### config.mk
export PLATFORM = sky130hd
export DESIGN_NAME = sram_ctrl_flat
export DESIGN_NICKNAME = d
export VERILOG_FILES = /design/src/rtl/sram_ctrl_pkg.sv /design/src/rtl/sram_ctrl_if.sv /design/src/rtl/sram_ctrl_rr_arb2.sv /design/src/rtl/sram_ctrl.sv /design/src/flat_wrapper.sv
export SDC_FILE = /design/constraint.sdc
export NUM_CORES = 1
export LEC_CHECK = 0
export CAP_MARGIN = 20
export CORE_UTILIZATION = 47
export CTS_CLUSTER_SIZE = 8
export DETAILED_ROUTE_END_ITERATION = 12
export GPL_TIMING_DRIVEN = 0
export PLACE_DENSITY = 0.89
export SKIP_LAST_GASP = 1
export SLEW_MARGIN = 30
export SYNTH_ARGS = -nofsm -noshare
export SYNTH_HDL_FRONTEND = slang
export SYNTH_SLANG_ARGS = --single-unit
### constraint.sdc
create_clock -name clk -period 2.2 [get_ports clk]
set_input_delay 0.22 -clock clk [delete_from_list [all_inputs] [get_ports clk]]
set_output_delay 0.22 -clock clk [all_outputs]
set_load 0.03 [all_outputs]
### src/rtl/sram_ctrl_pkg.sv
// Shared types for the SRAM controller: FSM state encoding and requester indices.
package sram_ctrl_pkg;

  typedef enum logic [3:0] {
    IDLE   = 4'd0,
    WSETUP = 4'd1,
    WPULSE = 4'd2,
    WHOLD  = 4'd3,
    RADDR  = 4'd4,
    RDONE  = 4'd5,
    CSETUP = 4'd6,
    CPULSE = 4'd7,
    CHOLD  = 4'd8
  } state_e;

  localparam logic PORT_CPU = 1'b0;
  localparam logic PORT_LDR = 1'b1;

endpackage

### src/rtl/sram_ctrl_if.sv
// Bundle of requester, clear-control and SRAM-side signals of the SRAM controller.
interface sram_ctrl_if #(
  parameter int ADDR_SIZE = 8,
  parameter int WORD_SIZE = 4
);

  logic                 p0_req;
  logic                 p0_we;
  logic [ADDR_SIZE-1:0] p0_addr;
  logic [WORD_SIZE-1:0] p0_wdata;
  logic                 p0_gnt;
  logic                 p0_rvalid;

  logic                 p1_req;
  logic                 p1_we;
  logic [ADDR_SIZE-1:0] p1_addr;
  logic [WORD_SIZE-1:0] p1_wdata;
  logic                 p1_gnt;
  logic                 p1_rvalid;

  logic [WORD_SIZE-1:0] rdata;
  logic                 clr_req;
  logic                 clr_done;
  logic                 busy;

  logic [ADDR_SIZE-1:0] sram_a;
  logic [WORD_SIZE-1:0] sram_d;
  logic                 sram_wen;
  logic [WORD_SIZE-1:0] sram_q;

  modport slave (
    input  p0_req, p0_we, p0_addr, p0_wdata,
    input  p1_req, p1_we, p1_addr, p1_wdata,
    input  clr_req, sram_q,
    output p0_gnt, p0_rvalid, p1_gnt, p1_rvalid,
    output rdata, clr_done, busy,
    output sram_a, sram_d, sram_wen
  );

  modport master (
    output p0_req, p0_we, p0_addr, p0_wdata,
    output p1_req, p1_we, p1_addr, p1_wdata,
    output clr_req, sram_q,
    input  p0_gnt, p0_rvalid, p1_gnt, p1_rvalid,
    input  rdata, clr_done, busy,
    input  sram_a, sram_d, sram_wen
  );

endinterface

### src/rtl/sram_ctrl_rr_arb2.sv
// Two-way round-robin arbiter: on a tie the port that was not granted last wins.
module rr_arb2
  import sram_ctrl_pkg::*;
(
  input  logic [1:0] req_i,
  input  logic       last_i,
  output logic [1:0] gnt_o
);

  // Grant selection from current requests and last winner
  always_comb begin
    gnt_o = 2'b00;
    case (req_i)
      2'b01:   gnt_o = 2'b01;
      2'b10:   gnt_o = 2'b10;
      2'b11:   gnt_o = (last_i == PORT_LDR) ? 2'b01 : 2'b10;
      default: gnt_o = 2'b00;
    endcase
  end

endmodule

### src/rtl/sram_ctrl.sv
// Two-port SRAM controller with round-robin arbitration, 3-phase writes,
// 2-cycle reads and a full-array clear sweep. All SRAM pins come straight from flops.
module sram_ctrl
  import sram_ctrl_pkg::*;
#(
  parameter int ADDR_SIZE = 8,
  parameter int WORD_SIZE = 4
) (
  input  logic        clk,
  input  logic        rst_n,
  sram_ctrl_if.slave  bus
);

  localparam logic [ADDR_SIZE-1:0] ADDR_LAST = {ADDR_SIZE{1'b1}};
  localparam logic [ADDR_SIZE-1:0] ADDR_ONE  = {{(ADDR_SIZE-1){1'b0}}, 1'b1};

  state_e               state_q, state_d;
  logic                 last_q, last_d;
  logic                 port_q, port_d;
  logic [ADDR_SIZE-1:0] sram_a_q, sram_a_d;
  logic [ADDR_SIZE-1:0] clr_addr_q, clr_addr_d;
  logic [WORD_SIZE-1:0] sram_d_q, sram_d_d;
  logic [WORD_SIZE-1:0] rdata_q, rdata_d;
  logic                 sram_wen_q, sram_wen_d;
  logic [1:0]           rvalid_q, rvalid_d;
  logic                 clr_done_q, clr_done_d;
  logic                 busy_q, busy_d;
  logic [1:0]           req_s, win_s, gnt_s;
  logic                 we_sel_s;

  assign req_s = {bus.p1_req, bus.p0_req};

  rr_arb2 u_arb (
    .req_i  (req_s),
    .last_i (last_q),
    .gnt_o  (win_s)
  );

  // Next-state, capture and pin-value computation
  always_comb begin
    state_d    = state_q;
    last_d     = last_q;
    port_d     = port_q;
    sram_a_d   = sram_a_q;
    sram_d_d   = sram_d_q;
    clr_addr_d = clr_addr_q;
    rdata_d    = rdata_q;
    gnt_s      = 2'b00;
    we_sel_s   = win_s[1] ? bus.p1_we : bus.p0_we;

    case (state_q)
      IDLE: begin
        if (bus.clr_req) begin
          state_d    = CSETUP;
          clr_addr_d = {ADDR_SIZE{1'b0}};
          sram_a_d   = {ADDR_SIZE{1'b0}};
          sram_d_d   = {WORD_SIZE{1'b0}};
        end else if (win_s != 2'b00) begin
          gnt_s    = win_s;
          port_d   = win_s[1] ? PORT_LDR : PORT_CPU;
          last_d   = win_s[1] ? PORT_LDR : PORT_CPU;
          sram_a_d = win_s[1] ? bus.p1_addr : bus.p0_addr;
          sram_d_d = win_s[1] ? bus.p1_wdata : bus.p0_wdata;
          state_d  = we_sel_s ? WSETUP : RADDR;
        end else begin
          state_d = IDLE;
        end
      end
      WSETUP: state_d = WPULSE;
      WPULSE: state_d = WHOLD;
      WHOLD:  state_d = IDLE;
      RADDR: begin
        state_d = RDONE;
        rdata_d = bus.sram_q;
      end
      RDONE:  state_d = IDLE;
      CSETUP: state_d = CPULSE;
      CPULSE: state_d = CHOLD;
      CHOLD: begin
        if (clr_addr_q == ADDR_LAST) begin
          state_d = IDLE;
        end else begin
          state_d    = CSETUP;
          clr_addr_d = clr_addr_q + ADDR_ONE;
          sram_a_d   = clr_addr_q + ADDR_ONE;
        end
      end
      default: state_d = IDLE;
    endcase

    // Registered strobes are decoded from the state being entered so they line up with it
    sram_wen_d = !((state_d == WPULSE) || (state_d == CPULSE));
    rvalid_d   = (state_d == RDONE) ? ((port_d == PORT_LDR) ? 2'b10 : 2'b01) : 2'b00;
    clr_done_d = (state_d == CHOLD) && (clr_addr_d == ADDR_LAST);
    busy_d     = (state_d != IDLE);
  end

  // State, capture and output registers
  always_ff @(posedge clk or negedge rst_n) begin
    if (!rst_n) begin
      state_q    <= IDLE;
      last_q     <= PORT_LDR;
      port_q     <= PORT_CPU;
      sram_a_q   <= {ADDR_SIZE{1'b0}};
      sram_d_q   <= {WORD_SIZE{1'b0}};
      clr_addr_q <= {ADDR_SIZE{1'b0}};
      rdata_q    <= {WORD_SIZE{1'b0}};
      sram_wen_q <= 1'b1;
      rvalid_q   <= 2'b00;
      clr_done_q <= 1'b0;
      busy_q     <= 1'b0;
    end else begin
      state_q    <= state_d;
      last_q     <= last_d;
      port_q     <= port_d;
      sram_a_q   <= sram_a_d;
      sram_d_q   <= sram_d_d;
      clr_addr_q <= clr_addr_d;
      rdata_q    <= rdata_d;
      sram_wen_q <= sram_wen_d;
      rvalid_q   <= rvalid_d;
      clr_done_q <= clr_done_d;
      busy_q     <= busy_d;
    end
  end

  assign bus.p0_gnt    = gnt_s[0];
  assign bus.p1_gnt    = gnt_s[1];
  assign bus.p0_rvalid = rvalid_q[0];
  assign bus.p1_rvalid = rvalid_q[1];
  assign bus.rdata     = rdata_q;
  assign bus.clr_done  = clr_done_q;
  assign bus.busy      = busy_q;
  assign bus.sram_a    = sram_a_q;
  assign bus.sram_d    = sram_d_q;
  assign bus.sram_wen  = sram_wen_q;

endmodule

### src/flat_wrapper.sv
// flat-port wrapper written by rule: the top's interface ports become plain ports
module sram_ctrl_flat import sram_ctrl_pkg::*;
#(
  parameter int ADDR_SIZE = 8,
  parameter int WORD_SIZE = 4
)
  (clk, rst_n, bus_p0_req, bus_p0_we, bus_p0_addr, bus_p0_wdata, bus_p1_req, bus_p1_we, bus_p1_addr, bus_p1_wdata, bus_clr_req, bus_sram_q, bus_p0_gnt, bus_p0_rvalid, bus_p1_gnt, bus_p1_rvalid, bus_rdata, bus_clr_done, bus_busy, bus_sram_a, bus_sram_d, bus_sram_wen);
  sram_ctrl_if #(.ADDR_SIZE(ADDR_SIZE), .WORD_SIZE(WORD_SIZE)) bus_i ();
  input  logic clk;
  input  logic rst_n;
  input wire logic [$bits(bus_i.p0_req)-1:0] bus_p0_req;
  input wire logic [$bits(bus_i.p0_we)-1:0] bus_p0_we;
  input wire logic [$bits(bus_i.p0_addr)-1:0] bus_p0_addr;
  input wire logic [$bits(bus_i.p0_wdata)-1:0] bus_p0_wdata;
  input wire logic [$bits(bus_i.p1_req)-1:0] bus_p1_req;
  input wire logic [$bits(bus_i.p1_we)-1:0] bus_p1_we;
  input wire logic [$bits(bus_i.p1_addr)-1:0] bus_p1_addr;
  input wire logic [$bits(bus_i.p1_wdata)-1:0] bus_p1_wdata;
  input wire logic [$bits(bus_i.clr_req)-1:0] bus_clr_req;
  input wire logic [$bits(bus_i.sram_q)-1:0] bus_sram_q;
  output wire logic [$bits(bus_i.p0_gnt)-1:0] bus_p0_gnt;
  output wire logic [$bits(bus_i.p0_rvalid)-1:0] bus_p0_rvalid;
  output wire logic [$bits(bus_i.p1_gnt)-1:0] bus_p1_gnt;
  output wire logic [$bits(bus_i.p1_rvalid)-1:0] bus_p1_rvalid;
  output wire logic [$bits(bus_i.rdata)-1:0] bus_rdata;
  output wire logic [$bits(bus_i.clr_done)-1:0] bus_clr_done;
  output wire logic [$bits(bus_i.busy)-1:0] bus_busy;
  output wire logic [$bits(bus_i.sram_a)-1:0] bus_sram_a;
  output wire logic [$bits(bus_i.sram_d)-1:0] bus_sram_d;
  output wire logic [$bits(bus_i.sram_wen)-1:0] bus_sram_wen;
  assign bus_i.p0_req = bus_p0_req;
  assign bus_i.p0_we = bus_p0_we;
  assign bus_i.p0_addr = bus_p0_addr;
  assign bus_i.p0_wdata = bus_p0_wdata;
  assign bus_i.p1_req = bus_p1_req;
  assign bus_i.p1_we = bus_p1_we;
  assign bus_i.p1_addr = bus_p1_addr;
  assign bus_i.p1_wdata = bus_p1_wdata;
  assign bus_i.clr_req = bus_clr_req;
  assign bus_i.sram_q = bus_sram_q;
  assign bus_p0_gnt = bus_i.p0_gnt;
  assign bus_p0_rvalid = bus_i.p0_rvalid;
  assign bus_p1_gnt = bus_i.p1_gnt;
  assign bus_p1_rvalid = bus_i.p1_rvalid;
  assign bus_rdata = bus_i.rdata;
  assign bus_clr_done = bus_i.clr_done;
  assign bus_busy = bus_i.busy;
  assign bus_sram_a = bus_i.sram_a;
  assign bus_sram_d = bus_i.sram_d;
  assign bus_sram_wen = bus_i.sram_wen;
  sram_ctrl #(.ADDR_SIZE(ADDR_SIZE), .WORD_SIZE(WORD_SIZE)) u_core (.clk(clk), .rst_n(rst_n), .bus(bus_i));
endmodule
==> results <==
- The flow ran to the end, and the final reports show no timing, DRC or antenna violations.
- TritonCTS created 5 clock buffers.
- Max-cap violations in this run came to 0.
- In the layout the commonest cells are 54 x clkdlybuf4s50_1, 33 x dfrtp_1, 20 x nand2_1, 14 x nor2_1.
- The number of vias in the routed layout is 1,801.
- The worst setup skew after layout is 3.88 ps.
- The die covers 4360 sq um.
- The initial utilization of the core area, before any placement, comes to 0.507.
- The completed layout was analyzed and its total power is 1.20 mW.
- The overall fraction of global-route tracks in use is 0.238.
- The worst reg2reg path startpoint is u_core.clr_addr_q[0].
- Across the VDD grid, the largest voltage drop is 0.397 mV.
- Of all nets on the critical path, the largest fanout is 8.
- In the final layout, the share of cells above drive strength 1 is 0.144.
- After detailed routing, the total wire length is 4.65 mm.
- The proportion of synthesized chip area in sequential cells is 0.456.
- The post-DP HPWL is 3.43 mm.
- The most used flip-flop cell after synthesis is dfrtp_1.
- The synthesized netlist contains 45 unique library cells.
- The first detailed-routing pass ran for 5 iterations.
- For this design the ratio of total power to cell area is 440 nW/um^2.
- 58 I/O pins were placed.
- For this run, the top clock speed supported by timing is 482 MHz.
- Grouping stages by cell kind, the critical path spends the most delay in compound AO/OA/AOI/OAI gates.
- After the flow finishes, the layout carries non-filler instances totaling 319.
- The measured slew at the worst slew-check pin is 710 ps.
- The pin count of the biggest net entering global routing is 20.
- By area, the combinational part of the netlist is dominated by compound AO/OA/AOI/OAI gates.
- After synthesis, the cell types taking the most area are dfrtp_1 43%, nand2_1 4.3%, mux2i_1 4.2%.
- The portion of synthesized cell area occupied by the leading cell type is 0.429.
- The worst min-delay path class is in2async.
- Of the total synthesized cell area, the portion taken by full adders, half adders and majority gates is 0.00650.
- The most common cell after layout, fill and taps aside is clkdlybuf4s50_1.
- The wire length per cell is 14.6 um.
- The complex-gate fraction of the synthesized area is 0.199.
- The total number of clock tree sinks is 35.
- The mapped netlist covers 1930 sq um.
- After synthesis the netlist holds a flip-flop and latch count of 35.
- The final number of setup-violating endpoints is 0.
- The class of the most critical setup path is reg2reg.
- The count of nets left with antenna violations once routing finished came out at 0.
- After synthesis, the share of cell area in mux cells is 0.0708.
- The kind of start point of the critical path is a register.
- Data arrives at the worst endpoint at 2300 ps.
- Prior to clock tree synthesis, the placed netlist has a worst setup slack of -120 ps.
- The cell sitting at the root of the clock tree is a clkbuf_8.
- The count of buffers added on input and output ports is 57.
- The cell total after placement is 305.
- The total DRC errors in the routed layout is 0.
- The number of rows in the core area is 22.
- The xor/xnor share of the synthesized area is 0.0273.
- The height of the die is 66.0 um.
- At the end of the flow the core is filled with cells to 0.717.
- Setup repair after global routing left no endpoint under its margin.
- The via count of the first global-routing pass is 1,687.
- Measured against its own limit, the worst slew margin works out to 0.523.
- The number of antenna violations at the first check in global routing came to 0.
- After detailed routing, the number of vias per cell comes to 5.65.
- In the finished design, the share of the clock period the worst path needs comes to 0.942.
- The largest individual stage delay along the critical path comes from the cell dfrtp_1.
- The critical path's largest stage delay is 430 ps.
- The horizontal die dimension is 66.0 um.
- The iteration-0 DRC count of the detailed router is 102.
- For the worst setup path, the data required time is 2420 ps.
- The H-tree generated during clock tree synthesis spans 2 levels.
- The synthesized net count is 235.
- TritonCTS built the clock tree.
- At the end of routability-driven placement, the weighted congestion stood at 0.920.
- The critical path contains buffers and inverters numbering 2 combined.
- Hold timing on the final database bottoms out at a slack of 395 ps.
- STA classifies the critical path endpoint as a register.
- Summed over all cells, the static leakage comes to 1.20 nW.
- The first-pass GRT wire length is 7.58 mm.
- The final max-slew violation count came to 0.
- The async set-or-reset flop fraction in the synthesized netlist is 1.00.
- The final layout contains 306 nets.
- The largest area contributor in the netlist is dfrtp_1.
- Global routing finished with a remaining overflow of 0.
- The post-synthesis share of cell area spent on and, or, nand and nor gates is 0.198.
- After technology mapping, the gate count stands at 199.
- The average cell area after synthesis is 9.68 sq um.
- Counting the fill cells in the layout gives 282.
- No sink is reached through more buffers than the 2 on the longest clock path.
- The smallest setup slack after layout is 127 ps.
- After clock tree synthesis, the clock-pin slew on the worst setup and hold paths is 70 ps.
- The standard cell core area is 3800 sq um.
- The final number of hold-violating endpoints is 0.
- Traced cell by cell, the critical path runs through ha_1 -> buf_2 -> nand4_1 -> buf_4 -> o211ai_4 -> a31oi_1 -> o31ai_1 -> and4_1.
- The critical path startpoint is u_core.clr_addr_q[0].
- The area growth from synthesis to layout is 41.4%.
- The number of antenna repair diodes is 0.
- The minimum clock period after layout is 2070 ps.
- The number of synthesis warnings is 0.
- The clock reaches the later pin of the worst-skew pair after 290 ps.
- The number of enable-type register cells in the synthesized netlist is 0.
## cell families (layout without fill, tap and decap cells)
kind of cell | after synthesis | count (layout)
adder cells (fa/ha/maj) | 1 | 1
AO/OA/AOI/OAI | 56 | 56
flip-flops | 35 | 35
buffers and inverters | 17 | 89
XOR/XNOR | 6 | 6
multiplexers | 13 | 13
AND/OR/NAND/NOR | 71 | 71
## worst paths after layout
path | depth (start not counted) | slack (ps) | endpoint
min in group clk | 2 | 490 | u_core.bus.sram_d[0]
max in group asynchronous | 3 | 1290 | u_core.last_q
setup / recovery | 8 | 130 | u_core.bus.clr_done
hold reg to reg | 2 | 490 | u_core.bus.sram_d[0]
setup reg to reg | 8 | 130 | u_core.bus.clr_done
hold / removal | 2 | 400 | u_core.bus.rdata[3]
## through the flow
step	instance area, sq um	setup TNS, ps
global placement	2560	-223
global route	2720	0
CTS	2670	-220
finish	2720	0
floorplan	1930	0
detailed placement	2580	-598
## registers in the layout, indices dropped and copies added, names as in the netlist, 2 cells and up
register	count
u_core.rvalid_q	2
u_core.bus.rdata	4
u_core.clr_addr_q	8
u_core.bus.sram_a	8
u_core.bus.sram_d	4
u_core.state_q	4
## where the power goes
| group | total, mW | switching [mW] | internal [mW] |
|---|---|---|---|
| registers | 0.644 | 0 | 0.644 |
| logic | 0.113 | 0.0418 | 0.0716 |
| clock network | 0.441 | 0.219 | 0.222 |
## synthesized netlist by cell type, drive strengths merged (5+ instances only)
master   n
nand3    5
nor3     5
mux2     5
o21a     8
o21ai   12
nor2    14
nand2   22
and3     5
dfrtp   33
mux2i    8
buf      8
clkbuf   5
a21oi   11
o221ai   6
## final cells by class
class	instances	area (sq um)	share of cell area
clock inverter	1	5.00	0.00184
inverter	4	15.0	0.00551
multi-input combinational	147	988	0.363
timing repair buffer	64	634	0.233
buffer	13	65.1	0.0239
sequential	35	878	0.323
clock buffer	7	76.3	0.0280
tap	48	60.1	0.0221
## what timing repair did
item                                    in CTS  in global routing
gates resized for setup                      2                  6
hold endpoints to repair                    15                  0
setup buffers                                0                  5
hold buffers                                 1                  0
pin swaps                                    0                  2
endpoints found under the setup margin      10                 12
cloned                                       0                  0
## layer usage
| layer | vias to the layer above | global-route usage | share of wire |
|---|---|---|---|
| li1 | 859 | - | - |
| met1 | 862 | 0.285 | 0.42 |
| met2 | 68 | 0.380 | 0.49 |
| met3 | 12 | 0.0655 | 0.062 |
| met4 | 0 | 0.138 | 0.027 |
| met5 | - | 0 | 0 |
Note: power is estimated with default switching activity, not from simulation.
